===== src/rtl/msec_timer_ctrl_if.sv =====
// Control/status bundle between higher-level control logic and msec_timer_ctrl.
// Parameterised by CNT_W so the count, load value and Q widths always agree.
interface msec_timer_ctrl_if #(
  parameter int CNT_W = 4
);
  // Handshake: start and stop are single-cycle requests that the timer always
  // accepts on the edge they are sampled (no ready), with rst > stop > start > pause.
  // pause is a level. tick and done are registered single-cycle pulses; Q and busy
  // are registered levels that change only on the rising clock edge.
  logic             start;
  logic             stop;
  logic             pause;
  logic [CNT_W-1:0] load_val;
  logic [CNT_W-1:0] Q;
  logic             tick;
  logic             done;
  logic             busy;

  modport master (
    output start,
    output stop,
    output pause,
    output load_val,
    input  Q,
    input  tick,
    input  done,
    input  busy
  );

  modport slave (
    input  start,
    input  stop,
    input  pause,
    input  load_val,
    output Q,
    output tick,
    output done,
    output busy
  );
endinterface


===== src/rtl/msec_timer_ctrl.sv =====
// Millisecond down-count scheduler: prescales clk_4m into 1 ms ticks and runs an
// IDLE/RUN/HOLD countdown. Define MSEC_TIMER_AUTO_RELOAD_EN for periodic reload on expiry.
module msec_timer_ctrl #(
  parameter int TICK_DIV = 4000,
  parameter int CNT_W    = 4
) (
  input  logic               clk_4m,
  input  logic               rst,
  msec_timer_ctrl_if.slave   tmr,
  output logic [1:0]         dbg_state
);

  localparam int PW = (TICK_DIV > 1) ? $clog2(TICK_DIV) : 1;
  localparam logic [PW-1:0] PRE_LAST = PW'(TICK_DIV - 1);

  typedef enum logic [1:0] {
    ST_IDLE = 2'd0,
    ST_RUN  = 2'd1,
    ST_HOLD = 2'd2
  } state_t;

  state_t           state_q, state_d;
  logic [CNT_W-1:0] q_q, q_d;
  logic [PW-1:0]    pre_q, pre_d;
  logic             tick_q, tick_d;
  logic             done_q, done_d;
  logic             busy_q;
`ifdef MSEC_TIMER_AUTO_RELOAD_EN
  logic [CNT_W-1:0] reload_q, reload_d;
`endif

  always_ff @(posedge clk_4m) begin
    if (rst) begin
      state_q  <= ST_IDLE;
      q_q      <= '0;
      pre_q    <= '0;
      tick_q   <= 1'b0;
      done_q   <= 1'b0;
      busy_q   <= 1'b0;
`ifdef MSEC_TIMER_AUTO_RELOAD_EN
      reload_q <= '0;
`endif
    end else begin
      state_q  <= state_d;
      q_q      <= q_d;
      pre_q    <= pre_d;
      tick_q   <= tick_d;
      done_q   <= done_d;
      busy_q   <= (state_d != ST_IDLE);
`ifdef MSEC_TIMER_AUTO_RELOAD_EN
      reload_q <= reload_d;
`endif
    end
  end

  always_comb begin
    state_d  = state_q;
    q_d      = q_q;
    pre_d    = pre_q;
    tick_d   = 1'b0;
    done_d   = 1'b0;
`ifdef MSEC_TIMER_AUTO_RELOAD_EN
    reload_d = reload_q;
`endif
    if (tmr.stop) begin
      // stop outranks start even in IDLE, so a simultaneous start is dropped.
      if (state_q != ST_IDLE) begin
        state_d = ST_IDLE;
        q_d     = '0;
        pre_d   = '0;
      end
    end else if (tmr.start) begin
      pre_d = '0;
`ifdef MSEC_TIMER_AUTO_RELOAD_EN
      reload_d = tmr.load_val;
`endif
      if (tmr.load_val == '0) begin
        state_d = ST_IDLE;
        q_d     = '0;
        done_d  = 1'b1;
      end else begin
        state_d = ST_RUN;
        q_d     = tmr.load_val;
      end
    end else if (state_q != ST_IDLE) begin
      if (tmr.pause) begin
        state_d = ST_HOLD;
      end else begin
        // Leaving HOLD counts as a running cycle: the prescaler advances this edge.
        state_d = ST_RUN;
        if (pre_q == PRE_LAST) begin
          pre_d  = '0;
          tick_d = 1'b1;
          q_d    = q_q - CNT_W'(1);
          if (q_q == CNT_W'(1)) begin
            done_d = 1'b1;
`ifdef MSEC_TIMER_AUTO_RELOAD_EN
            if (reload_q != '0) begin
              q_d = reload_q;
            end else begin
              state_d = ST_IDLE;
            end
`else
            state_d = ST_IDLE;
`endif
          end
        end else begin
          pre_d = pre_q + PW'(1);
        end
      end
    end
  end

  assign tmr.Q    = q_q;
  assign tmr.tick = tick_q;
  assign tmr.done = done_q;
  assign tmr.busy = busy_q;
  assign dbg_state = state_q;

endmodule


===== src/flat_wrapper.sv =====
// flat-port wrapper written by rule: the top's interface ports become plain ports
module msec_timer_ctrl_flat 
#(
  parameter int TICK_DIV = 4000,
  parameter int CNT_W    = 4
)
  (clk_4m, rst, dbg_state, tmr_start, tmr_stop, tmr_pause, tmr_load_val, tmr_Q, tmr_tick, tmr_done, tmr_busy);
  msec_timer_ctrl_if #(.CNT_W(CNT_W)) tmr_i ();
  input  logic clk_4m;
  input  logic rst;
  output logic [1:0] dbg_state;
  input wire logic [$bits(tmr_i.start)-1:0] tmr_start;
  input wire logic [$bits(tmr_i.stop)-1:0] tmr_stop;
  input wire logic [$bits(tmr_i.pause)-1:0] tmr_pause;
  input wire logic [$bits(tmr_i.load_val)-1:0] tmr_load_val;
  output wire logic [$bits(tmr_i.Q)-1:0] tmr_Q;
  output wire logic [$bits(tmr_i.tick)-1:0] tmr_tick;
  output wire logic [$bits(tmr_i.done)-1:0] tmr_done;
  output wire logic [$bits(tmr_i.busy)-1:0] tmr_busy;
  assign tmr_i.start = tmr_start;
  assign tmr_i.stop = tmr_stop;
  assign tmr_i.pause = tmr_pause;
  assign tmr_i.load_val = tmr_load_val;
  assign tmr_Q = tmr_i.Q;
  assign tmr_tick = tmr_i.tick;
  assign tmr_done = tmr_i.done;
  assign tmr_busy = tmr_i.busy;
  msec_timer_ctrl #(.TICK_DIV(TICK_DIV), .CNT_W(CNT_W)) u_core (.clk_4m(clk_4m), .rst(rst), .tmr(tmr_i), .dbg_state(dbg_state));
endmodule

===== config.mk =====
export PLATFORM = sky130hd
export DESIGN_NAME = msec_timer_ctrl_flat
export DESIGN_NICKNAME = d
export VERILOG_FILES = /design/src/rtl/msec_timer_ctrl_if.sv /design/src/rtl/msec_timer_ctrl.sv /design/src/flat_wrapper.sv
export SDC_FILE = /design/constraint.sdc
export NUM_CORES = 1
export LEC_CHECK = 0
export ABC_AREA = 1
export ABC_CLOCK_PERIOD_IN_PS = 1550
export BUFFER_PORTS_ARGS = -buffer_cell sky130_fd_sc_hd__buf_4
export CAP_MARGIN = 20
export CELL_PAD_IN_SITES_DETAIL_PLACEMENT = 1
export CELL_PAD_IN_SITES_GLOBAL_PLACEMENT = 1
export CORE_MARGIN = 3
export CORE_UTILIZATION = 39
export CTS_BUF_LIST = sky130_fd_sc_hd__clkbuf_4 sky130_fd_sc_hd__clkbuf_8 sky130_fd_sc_hd__clkbuf_16
export CTS_CLUSTER_SIZE = 20
export DETAILED_ROUTE_END_ITERATION = 16
export PLACE_DENSITY = 0.76
export SETUP_SLACK_MARGIN = 0.3
export SLEW_MARGIN = 20
export SYNTH_ARGS = -nofsm -noshare
export SYNTH_HDL_FRONTEND = slang
export SYNTH_SLANG_ARGS = --single-unit

===== constraint.sdc =====
create_clock -name clk_4m -period 1.55 [get_ports clk_4m]
set_input_delay 0.31 -clock clk_4m [delete_from_list [all_inputs] [get_ports clk_4m]]
set_output_delay 0.31 -clock clk_4m [all_outputs]
set_load 0.005 [all_outputs]

-- Word-level counts from Yosys, hierarchy flattened
Index checks and enable logic that the tools add are counted.
- add/sub/neg operators: 2
- $mul: 0
- divide/modulo/power cells: 0
- order comparisons: 0
- equality and inequality tests: 4
- shift-type cells: 0
- multiplexer cells: 28
- bitwise gates (word level): 1
- reductions and logical operators: 9
- operators by type and width (cell ; number):
    12-bit 2-to-1 mux ; 6
    4-bit 2-to-1 mux ; 7
    12-bit by 1-bit adder with 12-bit output, second input constant ; 1
    12-bit == test, second input constant ; 1
    2-bit 2-to-1 mux ; 6
    1-bit 2-to-1 mux ; 9
    2-bit nonzero test ; 3
    5-bit OR reduction ; 1
    4-bit by 1-bit == test with 1-bit output, second input constant ; 1
    4-bit logical NOT ; 1
    4-bit AND reduction ; 1
    4-bit by 1-bit subtractor with 4-bit output, second input constant ; 1
    3-bit != test, second input constant ; 1
    3-bit AND reduction ; 1
    3-bit nonzero test ; 1
    2-bit by 1-bit != test with 1-bit output, second input constant ; 1
    2-bit OR reduction ; 1
    1-bit NOT ; 1
- bits in registers: 21
- bits in latches: 0
- bits in writable memories: 0
- memory bits (read-only): 0
- input port bits: 9
- output and inout port bits: 9
- word-level logic and storage cells: 50
- memories kept: 0

-- Logic depth before layout (Yosys ltp)
Gate-level depths: netlist (run 1).
- depth in word-level cells: 8
- depth in mapped cells: 9
- gate-level depth less buffers: 9

-- Worst setup path after synthesis (run 1)
No wires, ideal clock.
- path type: register -> register
- start: register u_core.pre_q[0]
- end: register u_core.pre_q[6]
- setup time: 0.116 ns
- arrival: 1.265 ns
- required time: 1.434 ns
- path slack: 0.169 ns
- cell stages (with the launch flop): 10
- buffers on the path: 1
- period minus slack after synthesis: 1.381 ns
- cells stage by stage: dfxtp_1 > ha_1 > nand2_1 > nor2_1 > nand3_2 > nand2_4 > nand2_4 > nand2_2 > buf_6 > nor2_1
- word-level cells in the longest chain between the ends: 6
- elaborated cells on any way between the ends: 7
- those cells by class: 1 x add/sub; 1 x eq/ne; 5 x mux
- ends and longest elaborated chain (item ; line ; text):
    start, declared ; msec_timer_ctrl.sv:24 ; logic [PW-1:0] pre_q, pre_d;
    start signal, assigned ; msec_timer_ctrl.sv:46 ; pre_q <= pre_d;
    12-bit by 1-bit adder with 12-bit output / 12-bit == test (equally long branches) ; msec_timer_ctrl.sv:108, msec_timer_ctrl.sv:91 ;
    12-bit 2-to-1 mux (*) ; msec_timer_ctrl.sv:91 ; if (pre_q == PRE_LAST) begin
    12-bit 2-to-1 mux (*) ; msec_timer_ctrl.sv:86 ; if (tmr.pause) begin
    12-bit 2-to-1 mux (*) ; msec_timer_ctrl.sv:85 ; end else if (state_q != ST_IDLE) begin
    12-bit 2-to-1 mux (*) ; msec_timer_ctrl.sv:72 ; end else if (tmr.start) begin
    12-bit 2-to-1 mux (*) ; msec_timer_ctrl.sv:65 ; if (tmr.stop) begin
Every way passes the cells marked *; elsewhere a longest branch is shown, timed or not. The select of a mux whose other input is x is not followed.
A chain may end at the register's enable or synchronous reset.

-- Worst setup path after layout (run 1)
- start: register u_core.pre_q[0]
- end: register u_core.q_q[1] (netlist: u_core.tmr.Q[1])
- word-level cells in the longest chain between the ends: 3
- ends and longest elaborated chain (item ; line ; text):
    12-bit == test ; msec_timer_ctrl.sv:91 ;
    3-bit nonzero test (no line) ; -- ;
    4-bit AND reduction (no line) ; -- ;
    end signal, assigned ; msec_timer_ctrl.sv:45 ; q_q <= q_d;
    end, declared ; msec_timer_ctrl.sv:23 ; logic [CNT_W-1:0] q_q, q_d;
No other way between the ends.

==> results.yml, run 1 <==
run_status:
  status: "finished, final reports clean"
sta:
  rsz0062_at_grt: "true"
  period_share_pct: 88.3
  finClkSkew_ps: 5.13
  slew_viol_final: 0
  fin_crit_ps: 1370
  slew_headroom_pct: 71.3
  hold_viol_final: 0
  setup_violations: 0
  worstMarginPinSlew_ps: 429
  tns_ps: 0
  setup_ws_ps: 181
  max_freq_mhz: 731
pwr:
  intPower_w: 0.000780
  power_density_nw_per_um2: 687
  power.leakage_nw: 0.704
  clkPwrFrac_pct: 26.2
  total_power_w: 0.00112
  vdd.ir_drop.worst_mv: 0.403
  p_comb_share_pct: 22.5
  p_switching_w: 0.000338
  power_frac_seq_pct: 51.3
  switching_share_pct: 30.2
worst_setup_path:
  crit_type: "reg -> reg"
  slowest_delay_ps: 380
  endpoint_kind: "flip-flop"
  crit_arrival_ps: 1630
  worstPathMaxFanout: 7
  path_cells: "ha_4 > nand2_4 > nor2_4 > nand3_4 > nand2_8 > nand2_8 > nand2_4 > nand2_2 > nor2_2"
  start_kind: "flip-flop"
  cp.required_ps: 1810
  crit_slowest_cell: "dfxtp_4"
  r2r_cells: 9
synthesis:
  synthDistinctLibCells: 26
  synth.cell_area_sq_um: 1160
  synth_nets: 179
  ys_ff_latch: 21
  synth_area_per_cell_sq_um: 6.97
  syn_inst: 167
  ys_warn_count: 0
  ys_seq_area_share_pct: 36.1
cells_and_area:
  drive_gt1_share_pct: 40.1
  n_antenna_cell: 0
  syn2layout_area_growth_pct: 39.8
  fill_cells: 356
  nets: 210
  final_core_util_pct: 58.0
floorplan:
  rows: 19
  fp.dieH_um: 60.6
  die_w_um: 60.6
  die_area_sq_um: 3670
  fp.coreArea_sq_um: 2810
  num_io_pins: 18
  start_util_pct: 41.5
grt:
  antenna_found_initial: 0
  grt_max_degree: 12
  grt-ovfl-total: 0
  grtUsageTotal_pct: 21.6
  grt_pass1_wl_um: 5930
  grt_pass1_vias: 1294
placement:
  pre_cts_ws_ps: 86.6
  globalplace.congestion: 0.780
  dp.final_hpwl_um: 2410
  portBuffers: 17
drt:
  antenna_left: 0
  drc: 0
  wl_per_cell_um: 15.2
  vias_per_cell: 5.22
  drt-total-wl_um: 3460
  dr.pass1.iters: 4
  drtIter0Drc: 84
  vias: 1191
min_path:
  hp-class: "in -> reg"
  holdPathStages: 2
clock_tree:
  tritoncts: "built"
  clk_latency_ps: 310
  path_clk_slew_ps: 120
  clockRootBuffer: "clkbuf_4"
  clock_path_buffers: 2
  h-tree-depth: 1
  hold_buffers: 0
  cts_made_buffers: 3
  cts.sinks: 21
flow_run:
  drv_cap: 0
==> sequential cells by signal (all words and copies together), names as in the netlist <==
name / cells
u_core.tmr.Q: 4
u_core.pre_q: 12
u_core.tmr.done: 1
u_core.dbg_state: 2
u_core.tmr.busy: 1
u_core.tmr.tick: 1
==> cells by family (layout without fill, tap and decap cells) <==
logic type,Yosys count,in the layout,share of synthesized area (%)
simple gates,101,102,42.3
fa+ha+maj,3,3,3.23
compound gates,12,12,5.91
flops,21,21,36.1
xor+xnor,4,4,3.01
buf+inv,26,55,9.46
==> power groups by stage <==
stage,combinational (W),clock (W),sequential (W)
4_1_cts,0.000225,0.000299,0.000576
5_1_grt,0.000279,0.000332,0.000576
3_3_place_gp,0.000179,0,0.000585
3_5_place_dp,0.000188,0,0.000586
6_report,0.000251,0.000292,0.000574
2_1_floorplan,0.000115,0,0.000583
==> timing repair <==
item                                    CTS  global route
pin swaps                                 6             9
gates cloned                              1             0
gates resized for setup                  20            25
endpoints found under the setup margin   20            20
setup buffers                             3             2
==> path summary, 6_finish.rpt <==
check                   from                  end  slack, ps
min                      rst  u_core.dbg_state[1]        190
max          u_core.pre_q[0]      u_core.tmr.Q[1]        180
min reg2reg  u_core.tmr.Q[0]      u_core.tmr.Q[0]        510
max reg2reg  u_core.pre_q[0]      u_core.tmr.Q[1]        180
==> cell usage after synthesis <==
master / n / share of area (%)
nand2_4: 3 / 2.9
nor2_4: 2 / 1.9
a211oi_1: 1 / 0.65
dfxtp_1: 21 / 36
nand2_1: 42 / 14
nand2_8: 1 / 1.7
nand3_1: 9 / 3.9
nand3_2: 1 / 0.86
a21oi_2: 1 / 0.75
a22oi_1: 1 / 0.65
nand4_1: 4 / 2.2
nand2_2: 3 / 1.6
inv_6: 1 / 0.75
a21oi_1: 5 / 2.2
nor2_2: 2 / 1.1
nor2_1: 27 / 8.7
nor3_1: 2 / 0.86
buf_6: 1 / 0.97
nand3b_1: 2 / 1.3
xor2_1: 4 / 3.0
or2_2: 1 / 0.54
ha_1: 3 / 3.2
nor4_1: 1 / 0.54
nor3b_1: 1 / 0.65
o21ai_0: 4 / 1.7
inv_1: 24 / 7.7
==> cell usage in the layout, fill, tap and decap left out, types with 2 or more instances in the layout <==
| cell | netlist | routed |
|---|---|---|
| nand2_1 | 42 | 37 |
| buf_4 | 0 | 25 |
| inv_1 | 24 | 23 |
| nor2_1 | 27 | 18 |
| dfxtp_1 | 21 | 14 |
| nor2_4 | 2 | 7 |
| nand3_1 | 9 | 7 |
| nor2_2 | 2 | 6 |
| nand2_2 | 3 | 5 |
| nand2_4 | 3 | 4 |
| nand2_8 | 1 | 4 |
| nand4_1 | 4 | 4 |
| clkbuf_4 | 0 | 4 |
| dfxtp_2 | 0 | 4 |
| a21oi_2 | 1 | 3 |
| xor2_1 | 4 | 3 |
| a21oi_1 | 5 | 3 |
| dfxtp_4 | 0 | 3 |
| nand3_2 | 1 | 2 |
| nor3_1 | 2 | 2 |
| nand3b_1 | 2 | 2 |
| o21ai_0 | 4 | 2 |
| ha_4 | 0 | 2 |
==> layout make-up <==
| type | instances | area (sq um) | area share, % |
|---|---|---|---|
| tap | 31 | 38.8 | 2.38 |
| inverter | 25 | 98.8 | 6.08 |
| multi-input combinational | 121 | 823 | 50.6 |
| clock buffer | 4 | 30.0 | 1.85 |
| sequential | 21 | 437 | 26.8 |
| timing repair buffer | 26 | 199 | 12.2 |
==> routing by layer <==
layer	GRT usage [%]	vias up	part of all wire, %
li1	-	584	-
met1	24.3	565	41
met2	38.9	29	52
met3	3.40	13	2.9
met4	11.5	0	3.9
met5	0	-	0
==> through the flow <==
step	area (sq um)	instances	hold WS, ps
finish	1630	228	192
floorplan	1190	167	387
CTS	1520	226	192
global route	1630	228	179
detailed placement	1380	218	487
global placement	1380	218	472
==> critical path: cells and delay by family, from the launching register on <==
kind,cells,cell delay (ps)
adders and majority gates,1,150
DFF,1,380
and+or+nand+nor,8,780
Note: power is estimated with default switching activity, not from simulation.
==> inputs of run 2 (changes only) <==
REMOVE_ABC_BUFFERS = 1   (was unset)
==> results.yml, run 2 (synthesized netlist as in run 1, its figures left out) <==
sta:
  slew_headroom_pct: 78.8
  period_share_pct: 86.7
  max_freq_mhz: 745
  setup_violations: 0
  finClkSkew_ps: 4.08
  rsz0062_at_grt: "true"
  tns_ps: 0
  fin_crit_ps: 1340
  slew_viol_final: 0
  hold_viol_final: 0
  worstMarginPinSlew_ps: 318
floorplan:
  die_area_sq_um: 3670
  num_io_pins: 18
  start_util_pct: 41.5
  rows: 19
  die_w_um: 60.6
  fp.coreArea_sq_um: 2810
  fp.dieH_um: 60.6
placement:
  placed_cell_area_sq_um: 1350
  dp_cells: 218
  dp.final_hpwl_um: 2260
  globalplace.congestion: 0.825
  portBuffers: 17
clock_tree:
  clockRootBuffer: "clkbuf_4"
  hold_buffers: 0
  tritoncts: "built"
  h-tree-depth: 1
  cts_made_buffers: 3
  clock_path_buffers: 2
  clk_latency_ps: 310
  path_clk_slew_ps: 110
  cts.sinks: 21
pwr:
  clkPwrFrac_pct: 26.2
  p_switching_w: 0.000321
  vdd.ir_drop.worst_mv: 0.543
  intPower_w: 0.000776
  switching_share_pct: 29.2
  p_comb_share_pct: 21.5
  power_density_nw_per_um2: 686
  power.leakage_nw: 0.709
  total_power_w: 0.00110
  power_frac_seq_pct: 52.4
drt:
  antenna_left: 0
  wl_per_cell_um: 14.4
  vias: 1173
  drtIter0Drc: 38
  dr.pass1.iters: 4
  drc: 0
  vias_per_cell: 5.12
  drt-total-wl_um: 3310
min_path:
  hp-class: "in -> reg"
cells_and_area:
  drive_gt1_share_pct: 35.9
  largest_register_ffs: 12
  final_common_cell: "nand2_1"
  syn2layout_area_growth_pct: 37.4
  final_cell_area_sq_um: 1600
  final_cell_mix: "nand2_1 (37), buf_4 (24), inv_1 (23), nor2_1 (23), dfxtp_1 (15)"
  nets: 211
  n_antenna_cell: 0
  regMostFlops: "u_core.pre_q"
  finalNonFillerCells: 229
worst_setup_path:
  worstPathMaxFanout: 3
  start_kind: "flip-flop"
  slowest_delay_ps: 380
  endpoint: "u_core.tmr.Q[2]"
  crit_slowest_cell: "dfxtp_4"
  endpoint_kind: "flip-flop"
  crit_type: "reg -> reg"
  path_cells: "ha_4 > nand2_4 > nor2_4 > nand3_4 > nand2_4 > buf_6 > nand3b_1 > nand2_1 > nor2_1"
  cp.required_ps: 1770
  crit_top_cell: "nand2_4"
  ff2ff_setup_slack_ps: 210
  worstReg2RegEnd: "u_core.tmr.Q[2]"
  startpoint: "u_core.pre_q[0]"
  r2r-start: "u_core.pre_q[0]"
  crit_arrival_ps: 1560
  r2r_cells: 9
grt:
  grt_pass1_vias: 1196
  grt_pass1_wl_um: 5200
  grt_max_degree: 12
  grt-ovfl-total: 0
  antenna_found_initial: 0
  grtUsageTotal_pct: 18.8
run_status:
  status: "finished, final reports clean"
flow_run:
  drv_cap: 0
[run 2: power by group through the flow]
| stage | Combinational, W | Sequential (W) | Clock [W] |
|---|---|---|---|
| finish | 0.000236 | 0.000574 | 0.000287 |
| floorplan | 0.000110 | 0.000581 | 0 |
| CTS | 0.000220 | 0.000574 | 0.000294 |
| detailed placement | 0.000187 | 0.000583 | 0 |
| global route | 0.000263 | 0.000577 | 0.000320 |
| global placement | 0.000177 | 0.000581 | 0 |
[run 2: metrics by stage]
step | hold WS [ps] | utilization [%] | setup slack, ps
finish | 201 | 57.0 | 207
global route | 193 | 57.0 | 76.8
CTS | 192 | 54.2 | 186
detailed placement | 483 | 48.1 | -68.3
global placement | 468 | 48.1 | 43.0
floorplan | 387 | - | 190
[run 2: worst max-delay path: cells and delay by family (launching register included)]
kind	cells	cell delay, ps
fa+ha+maj	1	150
buf+inv	1	110
flops	1	380
simple gates	7	610
[run 2: worst min-delay path by stage]
stage / from / end / slack, ps / cells past startpoint
final: rst / u_core.dbg_state[1] / 200 / 2
after global routing: rst / u_core.dbg_state[1] / 190 / 2
after CTS: rst / u_core.dbg_state[1] / 190 / 2
after detailed placement: u_core.pre_q[10] / u_core.pre_q[10] / 480 / 2
after global placement: u_core.pre_q[0] / u_core.pre_q[0] / 470 / 2
after floorplan: tmr_start / u_core.tmr.tick / 390 / 1
[run 2: layer usage]
| layer | vias up | GRT usage, % | part of all wire [%] |
|---|---|---|---|
| met5 | - | 0 | 0 |
| met4 | 0 | 8.36 | 4.2 |
| met3 | 12 | 1.91 | 3.4 |
| met2 | 25 | 33.9 | 52 |
| met1 | 555 | 22.2 | 40 |
| li1 | 581 | - | - |
[run 2: layout make-up]
type,instances,area [sq um]
Inverter,25,98.8
Timing Repair Buffer,28,225
Fill cell,369,1210
Multi-Input combinational cell,120,773
Clock buffer,4,30.0
Sequential cell,21,433
Tap cell,31,38.8
[run 2: what timing repair did]
item                       4_1_cts  5_1_grt
buffers inserted                 5        2
gates resized for setup         23       22
pin swaps                        7       15
setup endpoints to repair       20       21
==> inputs of run 3 (changes only) <==
ABC_AREA = unset   (was 1)
BUFFER_PORTS_ARGS = -buffer_cell sky130_fd_sc_hd__buf_2   (was -buffer_cell sky130_fd_sc_hd__buf_4)
CORE_UTILIZATION = 40   (was 39)
PLACE_DENSITY = 0.75   (was 0.76)
==> results.yml, run 3 <==
min_path:
  min_from: "rst"
  hp-class: "in -> reg"
grt:
  antenna_found_initial: 0
  grtUsageTotal_pct: 25.2
  grt_max_degree: 15
  grt_pass1_wl_um: 6640
  grt-ovfl-total: 0
  grt_pass1_vias: 1379
clock_tree:
  cts.sinks: 21
  h-tree-depth: 1
  clockRootBuffer: "clkbuf_4"
  clk_latency_ps: 320
  tritoncts: "built"
  clock_path_buffers: 2
  path_clk_slew_ps: 130
  cts_made_buffers: 3
floorplan:
  fp.dieH_um: 59.1
  fp.coreArea_sq_um: 2570
  die_area_sq_um: 3490
  rows: 18
  num_io_pins: 18
  start_util_pct: 44.0
  die_w_um: 59.1
synthesis:
  synth_top_cell_by_area: "dfxtp_1"
  synth.cell_area_sq_um: 1130
  syn_inst: 137
  synth_area_per_cell_sq_um: 8.24
  synth.most_common_cell: "dfxtp_1"
  synth_top_area_share_pct: 37.3
  synthDistinctLibCells: 35
  ys_top_cells_by_count: "dfxtp_1 (21), a21oi_1 (13), o31ai_1 (8), or4_1 (8)"
  synth-main-ff-cell: "dfxtp_1"
  async_flop_share_pct: 0
  netlist_top_cells_area: "dfxtp_1 (37%), a21oi_1 (5.8%), o31ai_1 (5.3%)"
  ys_ff_latch: 21
  synth_edf_count: 0
  ys_warn_count: 0
  ys_seq_area_share_pct: 37.3
placement:
  placed_cell_area_sq_um: 1460
  dp.final_hpwl_um: 2670
  globalplace.congestion: 0.850
  portBuffers: 17
worst_setup_path:
  crit_type: "reg -> reg"
  crit_buf_inv: 0
  startpoint: "u_core.pre_q[5]"
  start_kind: "flip-flop"
  crit_cells: 4
  ff2ff_setup_slack_ps: -230
  crit_arrival_ps: 2030
  crit_slowest_cell: "or4_1"
  cp.required_ps: 1800
  critPathTopFamily: "simple AND/OR/NAND/NOR gates"
  worstPathMaxFanout: 4
  r2r_cells: 4
  worstReg2RegEnd: "u_core.tmr.Q[1]"
  path_cells: "or3b_4 > o31a_1 > or4_1 > a21oi_1"
  endpoint: "u_core.tmr.Q[1]"
  r2r-start: "u_core.pre_q[5]"
  slowest_delay_ps: 490
  endpoint_kind: "flip-flop"
drt:
  drtIter0Drc: 56
  drc: 0
  drt-total-wl_um: 4440
  vias_per_cell: 6.11
  dr.pass1.iters: 4
  antenna_left: 0
  vias: 1337
  wl_per_cell_um: 20.3
cells_and_area:
  final_cell_area_sq_um: 1700
  final_common_cell: "buf_4"
  final_cell_mix: "buf_4 (34), buf_2 (16), dfxtp_1 (15)"
  nets: 202
  n_antenna_cell: 0
  syn2layout_area_growth_pct: 50.6
  fill_cells: 306
  regMostFlops: "u_core.pre_q"
  drive_gt1_share_pct: 49.7
  largest_register_ffs: 12
sta:
  hold_ws_ps: 291
  rsz0062_at_grt: "true"
  finClkSkew_ps: 4.92
  fin_crit_ps: 1780
  slew_viol_final: 0
  slew_headroom_pct: 71.7
  setup_violations: 15
  setup_ws_ps: -230
  tns_ps: -907
  period_share_pct: 115
  hold_viol_final: 0
  worstMarginPinSlew_ps: 424
  max_freq_mhz: 562
run_status:
  violations: "negative setup slack"
  status: "complete, but fails checks"
flow_run:
  drv_cap: 0
pwr:
  power.leakage_nw: 0.675
  power_density_nw_per_um2: 628
  vdd.ir_drop.worst_mv: 0.676
[run 3: cell count changes in the layout (fill, tap and decap cells not counted), moves of 4 or more]
cell / delta
nor2_1: -17
buf_4: +10
nand2_4: -4
nor2_4: -5
nand2_2: -5
a21oi_2: +9
inv_1: -17
o31ai_1: +6
nand2_1: -31
buf_2: +16
or4_1: +5
o21ai_0: +5
[run 3: layer usage]
metal	GRT usage [%]	share of wire [%]	vias up
met4	7.77	2.5	0
met1	30.9	41	663
met5	0	0	-
met2	45.1	51	40
met3	3.49	4.6	12
li1	-	-	622
[run 3: area by class of cell]
type	instances	area, sq um	area share (%)
Sequential cell	21	428	25.2
Tap cell	30	37.5	2.21
Multi-Input combinational cell	103	790	46.5
Clock buffer	4	30.0	1.77
Timing Repair Buffer	55	392	23.0
Inverter	6	22.5	1.33
[run 3: where the power goes]
group	internal, W	switching [W]	leakage, nW	total [W]
combinational	0.0000867	0.000106	0.484	0.000193
sequential	0.000552	0.0000100	0.173	0.000562
clock	0.000118	0.000193	0.0184	0.000312
total	0.000757	0.000310	0.675	0.00107
[run 3: kinds of logic after synthesis]
family	count (synthesis)	synth area share [%]
simple gates	58	30.3
compound gates	39	22.1
buf+inv	13	4.66
flops	21	37.3
mux	1	0.887
fa+ha+maj	3	3.33
xor+xnor	2	1.55
[run 3: through the flow]
stage	utilization (%)	power (W)	worst slack, ps	instances
floorplan	-	0.000635	-791	130
global placement	56.9	0.000719	-118	209
detailed placement	56.9	0.000727	-189	209
CTS	63.0	0.00104	-165	218
global route	66.2	0.00111	-315	219
finish	66.2	0.00107	-230	219
[run 3: repair_timing]
| item | CTS | global route |
|---|---|---|
| endpoints found under the setup margin | 20 | 22 |
| hold endpoints to repair | 0 | 0 |
| gates resized for setup | 26 | 17 |
| pin swaps | 12 | 8 |
| hold buffers | 0 | 0 |
| buffers inserted | 5 | 1 |
[run 3: worst min-delay path by stage]
stage                       endpoint  slack [ps]  depth (start not counted)
floorplan            u_core.tmr.Q[1]         380                          1
global placement    u_core.pre_q[11]         470                          2
detailed placement  u_core.pre_q[11]         530                          2
CTS                  u_core.tmr.Q[3]         280                          2
global route         u_core.tmr.Q[3]         290                          2
finish               u_core.tmr.Q[3]         290                          2
[run 3: worst register-to-register path, stage by stage, from the launching register on]
cell	delay [ps]
dfxtp_2	350
or3b_4	390
o31a_1	300
or4_1	490
a21oi_1	180
